==> src/rtl/anc_pkg.sv <==
// Shared ANC sample-path types: sample pair layout and feeder FSM state encoding.
package anc_pkg;

   localparam int unsigned ANC_DW = 8;

   typedef struct packed {
      logic [ANC_DW-1:0] xin;
      logic [ANC_DW-1:0] yin;
   } anc_sample_t;

   typedef enum logic [1:0] {
      IDLE,
      ISSUE,
      GAP
   } anc_feed_state_t;

endpackage

==> src/rtl/anc_sync_fifo.sv <==
// Single-clock FIFO with occupancy counter; level tracks push/pop arithmetic, not pointer compare.
module anc_sync_fifo
   import anc_pkg::*;
#(
   parameter int unsigned DEPTH = 8,
   parameter int unsigned WIDTH = $bits(anc_sample_t)
) (
   input  logic                     clk,
   input  logic                     rst,
   input  logic                     push,
   input  logic                     pop,
   input  logic                     flush,
   input  logic [WIDTH-1:0]         wdata,
   output logic [WIDTH-1:0]         rdata,
   output logic                     full,
   output logic                     empty,
   output logic [$clog2(DEPTH):0]   level
);

   localparam int unsigned AW = $clog2(DEPTH);
   localparam int unsigned LW = AW + 1;

   logic [WIDTH-1:0] mem [DEPTH];
   logic [AW-1:0]    wptr;
   logic [AW-1:0]    rptr;
   logic [LW-1:0]    cnt;
   logic             do_push;
   logic             do_pop;

   assign full    = (cnt == LW'(DEPTH));
   assign empty   = (cnt == '0);
   assign level   = cnt;
   assign rdata   = mem[rptr];
   assign do_pop  = pop && !empty;
   // A push into a full FIFO is legal when the head is leaving on the same edge.
   assign do_push = push && (!full || do_pop);

   always_ff @(posedge clk) begin
      if (rst || flush) begin
         wptr <= '0;
         rptr <= '0;
         cnt  <= '0;
      end else begin
         if (do_push) wptr <= wptr + 1'b1;
         if (do_pop)  rptr <= rptr + 1'b1;
         if (do_push && !do_pop) begin
            cnt <= cnt + 1'b1;
         end else if (do_pop && !do_push) begin
            cnt <= cnt - 1'b1;
         end
      end
   end

   always_ff @(posedge clk) begin
      if (do_push && !rst && !flush) mem[wptr] <= wdata;
   end

endmodule

==> src/rtl/anc_sample_feeder.sv <==
// Buffers sample pairs from a non-stallable source and feeds them to the adaptive filter as
// spaced one-cycle pulses. Define ANC_FEED_STATS_EN to add sample_cnt / drop_cnt outputs.
module anc_sample_feeder
   import anc_pkg::*;
#(
   parameter int unsigned DW    = ANC_DW,
   parameter int unsigned DEPTH = 8
) (
   input  logic                     clk,
   input  logic                     rst,
   input  logic                     s_vld,
   input  logic [DW-1:0]            s_xin,
   input  logic [DW-1:0]            s_yin,
   input  logic                     flush,
   input  logic                     m_rdy,
   output logic                     m_vld,
   output logic [DW-1:0]            m_xin,
   output logic [DW-1:0]            m_yin,
   output logic                     full,
   output logic [$clog2(DEPTH):0]   level,
   output logic                     ovf
`ifdef ANC_FEED_STATS_EN
   ,
   output logic [15:0]              sample_cnt,
   output logic [7:0]               drop_cnt
`endif
);

   anc_feed_state_t state;
   logic [2*DW-1:0] head;
   logic            empty;
   logic            pop;
   logic            launch;
   logic            drop;

   assign pop    = (state == ISSUE) && !flush;
   assign launch = (state == IDLE) && m_rdy && !empty;
   assign drop   = s_vld && !flush && full && !pop;

   anc_sync_fifo #(
      .DEPTH (DEPTH),
      .WIDTH (2 * DW)
   ) u_fifo (
      .clk   (clk),
      .rst   (rst),
      .push  (s_vld && !flush),
      .pop   (pop),
      .flush (flush),
      .wdata ({s_xin, s_yin}),
      .rdata (head),
      .full  (full),
      .empty (empty),
      .level (level)
   );

   // Head is captured on launch, so the FIFO entry can be popped later without disturbing m_xin/m_yin.
   always_ff @(posedge clk) begin
      if (rst) begin
         state <= IDLE;
         m_vld <= 1'b0;
         m_xin <= '0;
         m_yin <= '0;
      end else if (flush) begin
         state <= IDLE;
         m_vld <= 1'b0;
      end else begin
         unique case (state)
            IDLE: begin
               if (launch) begin
                  state <= ISSUE;
                  m_vld <= 1'b1;
                  m_xin <= head[2*DW-1 -: DW];
                  m_yin <= head[DW-1:0];
               end
            end
            ISSUE: begin
               state <= GAP;
               m_vld <= 1'b0;
            end
            GAP: begin
               state <= IDLE;
            end
            default: begin
               state <= IDLE;
               m_vld <= 1'b0;
            end
         endcase
      end
   end

   always_ff @(posedge clk) begin
      if (rst || flush) begin
         ovf <= 1'b0;
      end else if (drop) begin
         ovf <= 1'b1;
      end
   end

`ifdef ANC_FEED_STATS_EN
   always_ff @(posedge clk) begin
      if (rst || flush) begin
         sample_cnt <= '0;
         drop_cnt   <= '0;
      end else begin
         if (launch) sample_cnt <= sample_cnt + 1'b1;
         if (drop && (drop_cnt != 8'hFF)) drop_cnt <= drop_cnt + 1'b1;
      end
   end
`endif

endmodule

==> config.mk <==
export PLATFORM = sky130hd
export DESIGN_NAME = anc_sample_feeder
export DESIGN_NICKNAME = d
export VERILOG_FILES = /design/src/rtl/anc_pkg.sv /design/src/rtl/anc_sync_fifo.sv /design/src/rtl/anc_sample_feeder.sv
export SDC_FILE = /design/constraint.sdc
export NUM_CORES = 1
export LEC_CHECK = 0
export ABC_AREA = 1
export BUFFER_PORTS_ARGS = -buffer_cell sky130_fd_sc_hd__buf_2
export CAP_MARGIN = 5
export CORE_ASPECT_RATIO = 1.25
export CORE_MARGIN = 1.5
export CORE_UTILIZATION = 40
export DETAILED_ROUTE_END_ITERATION = 8
export MAX_ROUTING_LAYER = met4
export PLACE_DENSITY_LB_ADDON = 0.15
export SYNTH_ARGS = -nofsm -noshare
export SYNTH_HDL_FRONTEND = slang
export SYNTH_HIERARCHICAL = 1
export SYNTH_SLANG_ARGS = --single-unit
==> constraint.sdc <==
create_clock -name clk -period 2.75 [get_ports clk]
set_input_delay 0.55 -clock clk [delete_from_list [all_inputs] [get_ports clk]]
set_output_delay 0.55 -clock clk [all_outputs]
set_load 0.02 [all_outputs]
==> reports/results.ini <==
[outcome]
status=completed

[yosys]
synth_fa_ha_area_share_pct=1.24
yosysTopAreaCellShare_pct=57.5
synth-seq-cells=161
synthMuxAreaShare_pct=0
synth.avg_cell_area_sq_um=10.7
ys_warn_count=6
ys_seq_area_share_pct=67.4
syn_inst=624
synth-compound-area-share_pct=8.01
synth.distinct_cells=30
synth-xor-area-share_pct=0.655
synth-simple-area-share_pct=16.9
syn_area_sq_um=6690
yosys.area.top_type=edfxtp_1
synthTopCellsByArea=edfxtp_1, dfxtp_1, nor2_1
synth_top_family_by_area=simple AND/OR/NAND/NOR gates
synth.net_count=651

[pwr]
power_frac_comb_pct=3.7
power_density_nw_per_um2=676
p_total_mw=5.20
seq_power_share_pct=51.2
irDropWorstVdd_v=0.000476
p_int_mw=4.12
swShare_pct=20.7
p_leak_nw=2.95
pwr-share-clk_pct=45.1
power.switching_mw=1.08

[routing]
ant_nets=0
drt_iter0_drc=346
wl_per_cell_um=16.1
totalWireLength_um=14600
drc_errors=0
via_per_inst=4.91
vias=4448
first_pass_iters=4

[worst_setup_path]
cp.required_ps=3070
critPathCaptureType=flip-flop
arrival_ps=2660
setup.worst_path.class=flip-flop to flip-flop
worstPathMaxFanout=4
start_kind=flip-flop

[finish]
synthToLayoutAreaGrowth_pct=15.1
antenna_cells=0
nets=704
final.fill_count=1507
layout-drive-gt1-share_pct=15.4

[sta]
hold_slack_ps=399
tns_ps=0
slew_viol_final=0
setup_violations=0
tightest_slew_ps=931
post-route-period-util_pct=85.0
fmax_ghz=0.428
maxSlewHeadroom_pct=37.7
rsz0062_at_grt=no
hold_viol_final=0
finClkSkew_ps=7.79
period_needed_ps=2340

[clocking]
cts_root_buffer=clkbuf_16
post_cts_buffers=0
cts_sinks=161
h-tree-depth=4
clk_pin_slew_ps=60
cts_tree=built
hold_buffers=0
cts.repair.resized=0
cts_made_buffers=17
clk_latency_ps=420
clockBufferDepth=2

[grt]
grt_max_degree=65
grt_pass1_vias=4529
grt_usage_pct=18.1
antenna_found_initial=0
grt_overflow=0
grt_pass1_wl_um=23100

[floorplanning]
core_area_sq_um=16300
die-area_sq_um=17500
ioPinCount=44
fp-row-count=52
die_y_um=148
start_util_pct=41.1
die_w_um=119

[placed_design]
io_buffer_count=43
place.gp.congestion=0.797
dp_hpwl_um=9120

[job]
maxCapViolations=0

[hold_path]
hold_class=primary input to flip-flop

==> Yosys cell counts <==
| cell | instances |
|---|---|
| edfxtp_1 | 128 |
| buf_4 | 5 |
| buf_2 | 11 |
| clkbuf_2 | 2 |
| ha_1 | 5 |
| buf_8 | 1 |
| clkbuf_1 | 2 |
| nor4_1 | 1 |
| inv_1 | 36 |
| inv_2 | 4 |
| nor2_4 | 2 |
| nand4_1 | 16 |
| o21ai_0 | 40 |
| nand2_2 | 1 |
| fa_1 | 1 |
| or2_1 | 2 |
| nand3_2 | 2 |
| a21oi_1 | 8 |
| xor2_1 | 4 |
| buf_12 | 2 |
| nand3_1 | 11 |
| nand2_1 | 83 |
| buf_6 | 6 |
| nor2_2 | 2 |
| nand3b_1 | 1 |
| o21ai_1 | 59 |
| dfxtp_1 | 33 |
| nor2_1 | 153 |
| clkinv_1 | 2 |
| xnor2_1 | 1 |
==> flip-flops by register name (all words and copies together) (netlist names), named ones only <==
| name | cells |
|---|---|
| u_fifo/wptr | 3 |
| u_fifo/rptr | 3 |
| m_yin | 8 |
| u_fifo/mem | 128 |
| state | 2 |
| m_xin | 8 |
| m_vld | 1 |
| u_fifo/level | 4 |
| ovf | 1 |
==> path summary, 6_finish.rpt <==
check / from / end / slack [ps] / cells after the start
worst min-delay path: s_xin[5] / u_fifo/mem[2][13] / 400 / 1
worst max-delay path: state[0] / u_fifo/level[2] / 410 / 12
worst max register to register: state[0] / u_fifo/level[2] / 410 / 12
worst min register to register: ovf / ovf / 450 / 2
==> logic make-up (layout without fill, tap and decap cells) <==
family	after synthesis	count (layout)
flip-flops	161	161
buffers and inverters	71	137
XOR/XNOR	5	5
AND/OR/NAND/NOR	274	274
AO/OA/AOI/OAI	107	107
adder cells (fa/ha/maj)	6	6
==> critical path, stage by stage (launching register included) <==
cell and delay [ps]:
dfxtp_1 400, nand2_1 120, nor2_1 200, inv_1 80, nand3_2 110, nand2_1 90, inv_1 100, ha_1 240
inv_1 120, fa_1 400, xor2_1 170, o21ai_0 170, inv_1 50
==> layout by cell type, fill, tap and decap left out, drive strengths merged <==
cell	Yosys	final
a21oi	8	8
buf	25	63
bufinv	0	3
clkbuf	4	17
clkinv	2	8
clkinvlp	0	5
dfxtp	33	33
edfxtp	128	128
fa	1	1
ha	5	5
inv	40	41
nand2	84	84
nand3	13	13
nand3b	1	1
nand4	16	16
nor2	157	157
nor4	1	1
o21ai	99	99
or2	2	2
xnor2	1	1
xor2	4	4
==> layout make-up <==
class,instances,area [sq um],share of cell area [%]
tap,216,270,3.51
multi-input combinational,392,1790,23.3
sequential,161,4510,58.6
inverter,42,158,2.05
timing repair buffer,63,378,4.91
clock inverter,15,168,2.18
clock buffer,17,425,5.53
==> per-stage QoR <==
step	std cells	utilization, %	cell area (sq um)	setup WS, ps
CTS	906	47.3	7700	393
finish	906	47.3	7700	414
detailed placement	874	43.7	7100	232
global route	906	47.3	7700	135
floorplan	624	-	6690	431
global placement	874	43.7	7100	334
==> power by group through the flow <==
stage	registers, mW	clock network [mW]	logic, mW
after floorplan	2.73	0	0.101
after global placement	2.71	0	0.190
after detailed placement	2.71	0	0.195
after CTS	2.66	2.40	0.196
after global routing	2.66	2.50	0.218
final	2.66	2.35	0.193
==> layer usage <==
layer	up-vias	GRT usage (%)	routed length (um)
met5	-	-	0
met4	0	7.47	394
met2	68	32.3	7720
met1	2141	19.3	5980
li1	2212	-	-
met3	27	4.24	454
No activity file was read; power rests on OpenSTA's default activity.
